$ cat config.mk
export PLATFORM = sky130hd
export DESIGN_NAME = fetch_unit
export DESIGN_NICKNAME = d
export VERILOG_FILES = /design/src/rtl/fetch_unit.sv
export SDC_FILE = /design/constraint.sdc
export NUM_CORES = 1
export LEC_CHECK = 0
export CAP_MARGIN = 20
export CORE_MARGIN = 5
export CORE_UTILIZATION = 48
export DETAILED_ROUTE_END_ITERATION = 8
export GPL_TIMING_DRIVEN = 0
export HOLD_SLACK_MARGIN = 0.06
export PLACE_DENSITY = 0.8
export SETUP_SLACK_MARGIN = 0.2
export SYNTH_ARGS = -nofsm -noshare
export SYNTH_HDL_FRONTEND = slang
export SYNTH_SLANG_ARGS = --single-unit
$ cat constraint.sdc
create_clock -name clk -period 2.3 [get_ports clk]
set_input_delay 0.345 -clock clk [delete_from_list [all_inputs] [get_ports clk]]
set_output_delay 0.345 -clock clk [all_outputs]
set_load 0.03 [all_outputs]
$ cat src/rtl/fetch_unit.sv
// rtl/fetch_unit.sv - instruction-fetch stage: owns the PC, issues imem word requests, holds one instruction for decode
module fetch_unit #(
  parameter logic [31:0] RESET_PC = 32'h0000_0000
) (
  input  logic        clk,
  input  logic        rst_n,
  input  logic        stall,
  input  logic        redirect_valid,
  input  logic [31:0] redirect_pc,
  output logic        imem_req,
  output logic [31:0] imem_addr,
  input  logic        imem_ready,
  input  logic [31:0] imem_rdata,
  output logic        if_valid,
  output logic [31:0] if_pc,
  output logic [31:0] if_pc_plus4,
  output logic [31:0] if_instr
);

  typedef enum logic [1:0] {
    IDLE  = 2'd0,
    FETCH = 2'd1,
    WAIT  = 2'd2
  } state_t;

  state_t      state;
  logic [31:0] pc;
  logic [31:0] req_addr;
  logic        discard;

  logic        slot_free;
  logic        fire;
  logic        accept;
  logic        consume;
  logic [31:0] redirect_target;
  logic        unused_redirect_low;

  assign redirect_target     = {redirect_pc[31:2], 2'b00};
  assign unused_redirect_low = ^redirect_pc[1:0];

  assign slot_free = !if_valid || !stall;
  assign consume   = if_valid && !stall;

  // A WAIT request is never withdrawn, so the address comes from the latched
  // copy there; pc may already have moved on to a redirect target.
  always_comb begin
    imem_req  = 1'b0;
    imem_addr = pc;
    case (state)
      FETCH: imem_req = slot_free && !redirect_valid;
      WAIT: begin
        imem_req  = 1'b1;
        imem_addr = req_addr;
      end
      default: imem_req = 1'b0;
    endcase
  end

  assign fire   = imem_req && imem_ready;
  assign accept = fire && !discard && !redirect_valid;

  always_ff @(posedge clk) begin
    if (!rst_n) begin
      state       <= IDLE;
      pc          <= RESET_PC;
      req_addr    <= RESET_PC;
      discard     <= 1'b0;
      if_valid    <= 1'b0;
      if_pc       <= 32'h0;
      if_pc_plus4 <= 32'h0;
      if_instr    <= 32'h0;
    end else begin
      case (state)
        IDLE: state <= FETCH;
        FETCH: begin
          if (imem_req && !imem_ready) begin
            state    <= WAIT;
            req_addr <= pc;
          end
        end
        WAIT: begin
          if (imem_ready) begin
            state   <= FETCH;
            discard <= 1'b0;
          end else if (redirect_valid) begin
            discard <= 1'b1;
          end
        end
        default: state <= IDLE;
      endcase

      if (accept) begin
        if_instr    <= imem_rdata;
        if_pc       <= pc;
        if_pc_plus4 <= pc + 32'd4;
        if_valid    <= 1'b1;
        pc          <= pc + 32'd4;
      end else if (consume) begin
        if_valid <= 1'b0;
      end

      // Redirect overrides both the accept and a stalled slot.
      if (redirect_valid) begin
        pc       <= redirect_target;
        if_valid <= 1'b0;
      end
    end
  end

endmodule
# Word level (Yosys, flattened, before mapping)
# Cells that the tools add are included.
# classes
addsub	1
eq_ne	4
n_mux	11
bitwise	1
reduce_logical	20
# op_table
cell	n
32-bit 2-to-1 mux	3
32-bit by 3-bit adder with 32-bit output, second input constant	1
1-bit logical AND	6
2-bit case mux with 3 select lines	1
2-bit AND reduction	3
2-bit nonzero test	3
1-bit zero test	5
1-bit 2-to-1 mux	4
2-bit 2-to-1 mux	2
2-bit inequality test, second input constant	2
2-bit by 1-bit equality test with 1-bit output, second input constant	1
2-bit equality test, second input constant	1
2-bit zero test	1
1-bit case mux with 2 select lines	1
2-bit OR reduction	1
1-bit logical OR	1
1-bit NOT	1
# word_totals
ff_bits	164
input_bits	69
output_inout_bits	130
word_cells	46

# Depth between registers and ports, before layout
# logic_depth
depth_word	9
depth_mapped	9
mapped_depth_nobuf	7

# Worst setup path after synthesis
# OpenSTA, ideal clock, no wires.
# synth_timing
path_type	reg-to-output
from	reg state[0]
to	out imem_addr[18]
t_arrival_ns	1.903
slack_ns	0.052
path_stages_with_launch	7
n_path_buf	3
cell_sequence	dfxtp_1 inv_1 ha_1 clkbuf_1 clkbuf_1 buf_1 mux2_2
# synth_via
elab_chain_len	2
# synth_rtl
element	line_no	rtl
start: declaration	26	state_t state;
start signal: assignment	64	state <= IDLE;
start signal: assignment	74	IDLE: state <= FETCH;
start signal: assignment	77	state <= WAIT;
2-bit equality test	49	case (state)
32-bit 2-to-1 mux	49	
end: declaration	11	output logic [31:0] imem_addr,
# Every way passes these cells.

# Worst setup path after layout
# layout_timing
from	reg state[0]
to	out imem_addr[21]
# Same word-level chain as after synthesis.

==> reports/metrics.sh <==
RUN_STATUS='finished, final reports clean'
SYNTH.DISTINCT_CELLS=51
ANT_NETS=0
FLOORPLAN.DIE_AREA_UM2=17200
RSZ0062_AT_GRT='yes'
RR_STARTPOINT='state[1]'
WORST_VDD_RAIL_IR_DROP_mV=0.516
FMAX_MHz=436
WORSTPATHARRIVAL_NS=1.95
ANTENNA_FOUND_INITIAL=0
TIMING.RR.END='if_pc_plus4[7]'
NETS=1145
SLEW_VIOLATIONS=0
DETAIL_ROUTE.FIRST_PASS.ITERATIONS=4
CLOCK_TREE.BUFFER_DEPTH=2
FINAL_NUMBER_OF_HOLD_VIOLATING_ENDPOINTS=0
AREA.SEQUENTIAL_UM2=3130
CORE_AREA_UM2=14500
FLOORPLAN.DIE.WIDTH_UM=131
LARGEST_NET_DEGREE_AT_THE_START_OF_GLOBAL_ROUTING=17
CLOCK_LATENCY_NS=0.43
WORST_HOLD_STARTPOINT='redirect_valid'
WORST_SETUP_HOLD_PATH_CLK_SLEW_NS=0.06
DIE-HEIGHT_UM=131
TOTALPOWERFINAL_mW=6.91
TIMING.CRITICAL_PATH.FROM_TYPE='flip-flop'
LAYOUT_COMMON_CELLS='clkdlybuf4s50_1, dfxtp_1, nand2_1, a21oi_1, nor2_1'
ROUTE.FINAL.WIRE_LENGTH_UM=23000
FRACTION_OF_POST_SYNTHESIS_CELL_AREA_IN_THE_TOP_CELL_TYPE_BY_AREA_PCT=44.4
YOSYS-TOP-CELLS-AREA='dfxtp_1, nand2_1, a21oi_1'
FIRST_ITER_VIOLATIONS=452
REG2REG_SETUP_SLACK_NS=0.22
PORT_BUFFERS=189
GRT_PASS1_WL_UM=34200
AVGROUTEDWIREPERCELL_UM=18.1
CTS_INSERTED_BUFFERS=17
PLACE_WORST_SETUP_SLACK_NS=-0.560
CELLINTERNALPOWER_mW=5.07
SYN_AVG_CELL_AREA_UM2=8.45
SETUP_VIOL=0
R2R_CELLS=8
INITIAL_CORE_UTIL_PCT=48.6
POWER_FRAC_SEQ_PCT=41.3
FIN_AREA_UM2=10600
WORSTMARGINPINSLEW_NS=0.623
SYN-CELL-AREA_UM2=7040
CLOCKROOTBUFFER='clkbuf_16'
POST_CTS_HOLD_BUFFER_COUNT=0
POWER.SHARE.CLOCK_PCT=41.7
PLACE_AREA_UM2=9180
P_LEAK_nW=4.04
POWER_SWITCHING_mW=1.84
TOP_LEVEL_PORTS=199
POWER_PER_CELL_AREA_nW_PER_UM2=653
CRITPATHREQUIREDTIME_NS=1.96
LAYOUT_MIN_CYCLE_TIME_NS=2.29
TIMING.CRITICAL_PATH.TO_TYPE='primary output'
GR-USAGE-ALL-LAYERS_PCT=25.6
VIASPERCELL=5.45
MAX_CAP_VIOLATIONS=0
TIMING.MAX_SLEW.REL_SLACK_PCT=58.5
OVERFLOW=0
SETUP_TNS_NS=0
WORST_SETUP_PATH_TYPE='reg2out'
TOP_CELL_TYPE_BY_TOTAL_AREA_AFTER_SYNTHESIS='dfxtp_1'
FIN_CRIT_SH_PCT=99.7
YS.WARNINGS.COUNT=0
SYNTH.YOSYS.SEQ_AREA_SHARE_PCT=44.4
POWER_SWITCHING_SHARE_PCT=26.6
TRITONCTS_CLOCK_TREE='done'
SYNTH_SEQ_CELLS=156
MULTIINPUTGATEAREA_UM2=3810
HOLDPATHSTAGES=3
VIA_COUNT_OF_THE_FIRST_GLOBAL_ROUTING_PASS=6641
FIN_WS_NS=0.00587
ROUTE.DETAILED.DRC=0
LAYOUT_AREA_OVERHEAD_PCT=50.4
DETAILED_PLACE_HPWL_UM=15400
DIODES=0
CLOCK_SINKS=156
FINALCLOCKSKEW_NS=0.00603
FILLERINSTANCES=1066
VIA_COUNT=6921
SYNTH_CELLS=833
GPL.FINAL_WEIGHTED_CONGESTION=0.904
CORE_ROWS=44
DRIVE_GT1_SHARE_PCT=20.9
POWER.SHARE.COMBINATIONAL_PCT=17.0
DESTINATION_OF_THE_WORST_HOLD_PATH='pc[28]'
MOST_FREQUENT_STANDARD_CELL_IN_THE_LAYOUT_EXCLUDING_FILL_AND_TAP_CELLS='clkdlybuf4s50_1'
PATH_MAX_FANOUT=5
HP-CLASS='in2reg'
H_TREE_DEPTH=4
-- kinds of logic after synthesis --
family                     synth area share [%]
and+or+nand+nor                            19.2
AOI/OAI and AO/OA                          14.1
DFF                                        44.4
buffers and inverters                      6.26
muxes                                      8.75
xor gates and xnor gates                   6.60
adders and majority gates                 0.711
other                                    0.0533
-- through the flow --
stage	hold WS (ns)	std cells	utilization (%)
final	0.296	1269	73.1
after global routing	0.319	1269	73.1
after CTS	0.269	1261	70.9
after detailed placement	0.446	1211	63.4
after global placement	0.441	1211	63.4
after floorplan	0.445	838	-
-- cells in the mapped netlist, drive strengths merged --
| cell | n |
|---|---|
| a211oi | 11 |
| a21boi | 1 |
| a21oi | 110 |
| a221oi | 2 |
| a311oi | 1 |
| a31oi | 2 |
| and2 | 2 |
| and3 | 3 |
| and3b | 1 |
| and4 | 1 |
| and4bb | 1 |
| buf | 43 |
| clkbuf | 43 |
| conb | 1 |
| dfxtp | 156 |
| ha | 4 |
| inv | 6 |
| mux2 | 28 |
| mux2i | 30 |
| nand2 | 150 |
| nand2b | 1 |
| nand3 | 10 |
| nand4 | 6 |
| nor2 | 64 |
| nor2b | 5 |
| nor3 | 14 |
| nor3b | 1 |
| nor4 | 10 |
| nor4b | 3 |
| o211ai | 3 |
| o21a | 2 |
| o21ai | 53 |
| or2 | 1 |
| or3 | 6 |
| or4 | 5 |
| xnor2 | 47 |
| xor2 | 6 |
-- worst max-delay path by stage --
stage | slack [ns] | to | start
floorplan | 0.13 | imem_addr[23] | state[0]
global placement | -0.54 | imem_addr[30] | state[0]
detailed placement | -0.56 | imem_addr[30] | state[0]
CTS | -0.02 | imem_addr[21] | state[0]
global route | -0.03 | imem_addr[24] | state[0]
finish | 0.006 | imem_addr[21] | state[0]
-- power groups by stage --
| stage | clock network (mW) | logic (mW) | registers [mW] |
|---|---|---|---|
| after floorplan | 0 | 0.523 | 2.98 |
| final | 2.88 | 1.18 | 2.85 |
| after global routing | 2.99 | 1.24 | 2.86 |
| after global placement | 0 | 1.01 | 2.90 |
| after detailed placement | 0 | 1.02 | 2.91 |
| after CTS | 2.89 | 1.11 | 2.85 |
-- final cells by class --
| class | instances | area share, % |
|---|---|---|
| sequential | 156 | 29.6 |
| multi-input combinational | 590 | 36.0 |
| tap | 184 | 2.18 |
| timing repair buffer | 215 | 20.6 |
| buffer | 86 | 5.66 |
| inverter | 6 | 0.213 |
| clock inverter | 12 | 1.37 |
| clock buffer | 20 | 4.32 |
-- registers in the layout, indices dropped and copies added (netlist names) --
name / flops
if_pc: 30
if_pc_plus4: 30
pc: 30
req_addr: 30
discard: 1
if_valid: 1
if_instr: 32
state: 2
-- metal layers --
layer | share of wire (%) | wire length, um | track usage, % | vias up
met5 | 0 | 0 | 0 | -
met4 | 2.3 | 524 | 8.23 | 0
met3 | 9.4 | 2180 | 7.46 | 49
met2 | 47 | 10900 | 43.0 | 306
met1 | 41 | 9450 | 31.7 | 3285
li1 | - | - | - | 3281
-- timing repair --
item	in CTS	in global routing
gates cloned	2	0
buffers inserted	16	8
resized for setup	299	81
pin swaps	4	4
endpoints found under the setup margin	173	146
-- worst max-delay path: stages, from the launching register on --
cell and delay [ns]:
dfxtp_2 0.33, inv_2 0.06, ha_4 0.16, buf_8 0.12
clkbuf_16 0.15, buf_12 0.13, buf_16 0.13, mux2_4 0.30
buf_6 0.14
No activity file was read; power rests on OpenSTA's default activity.
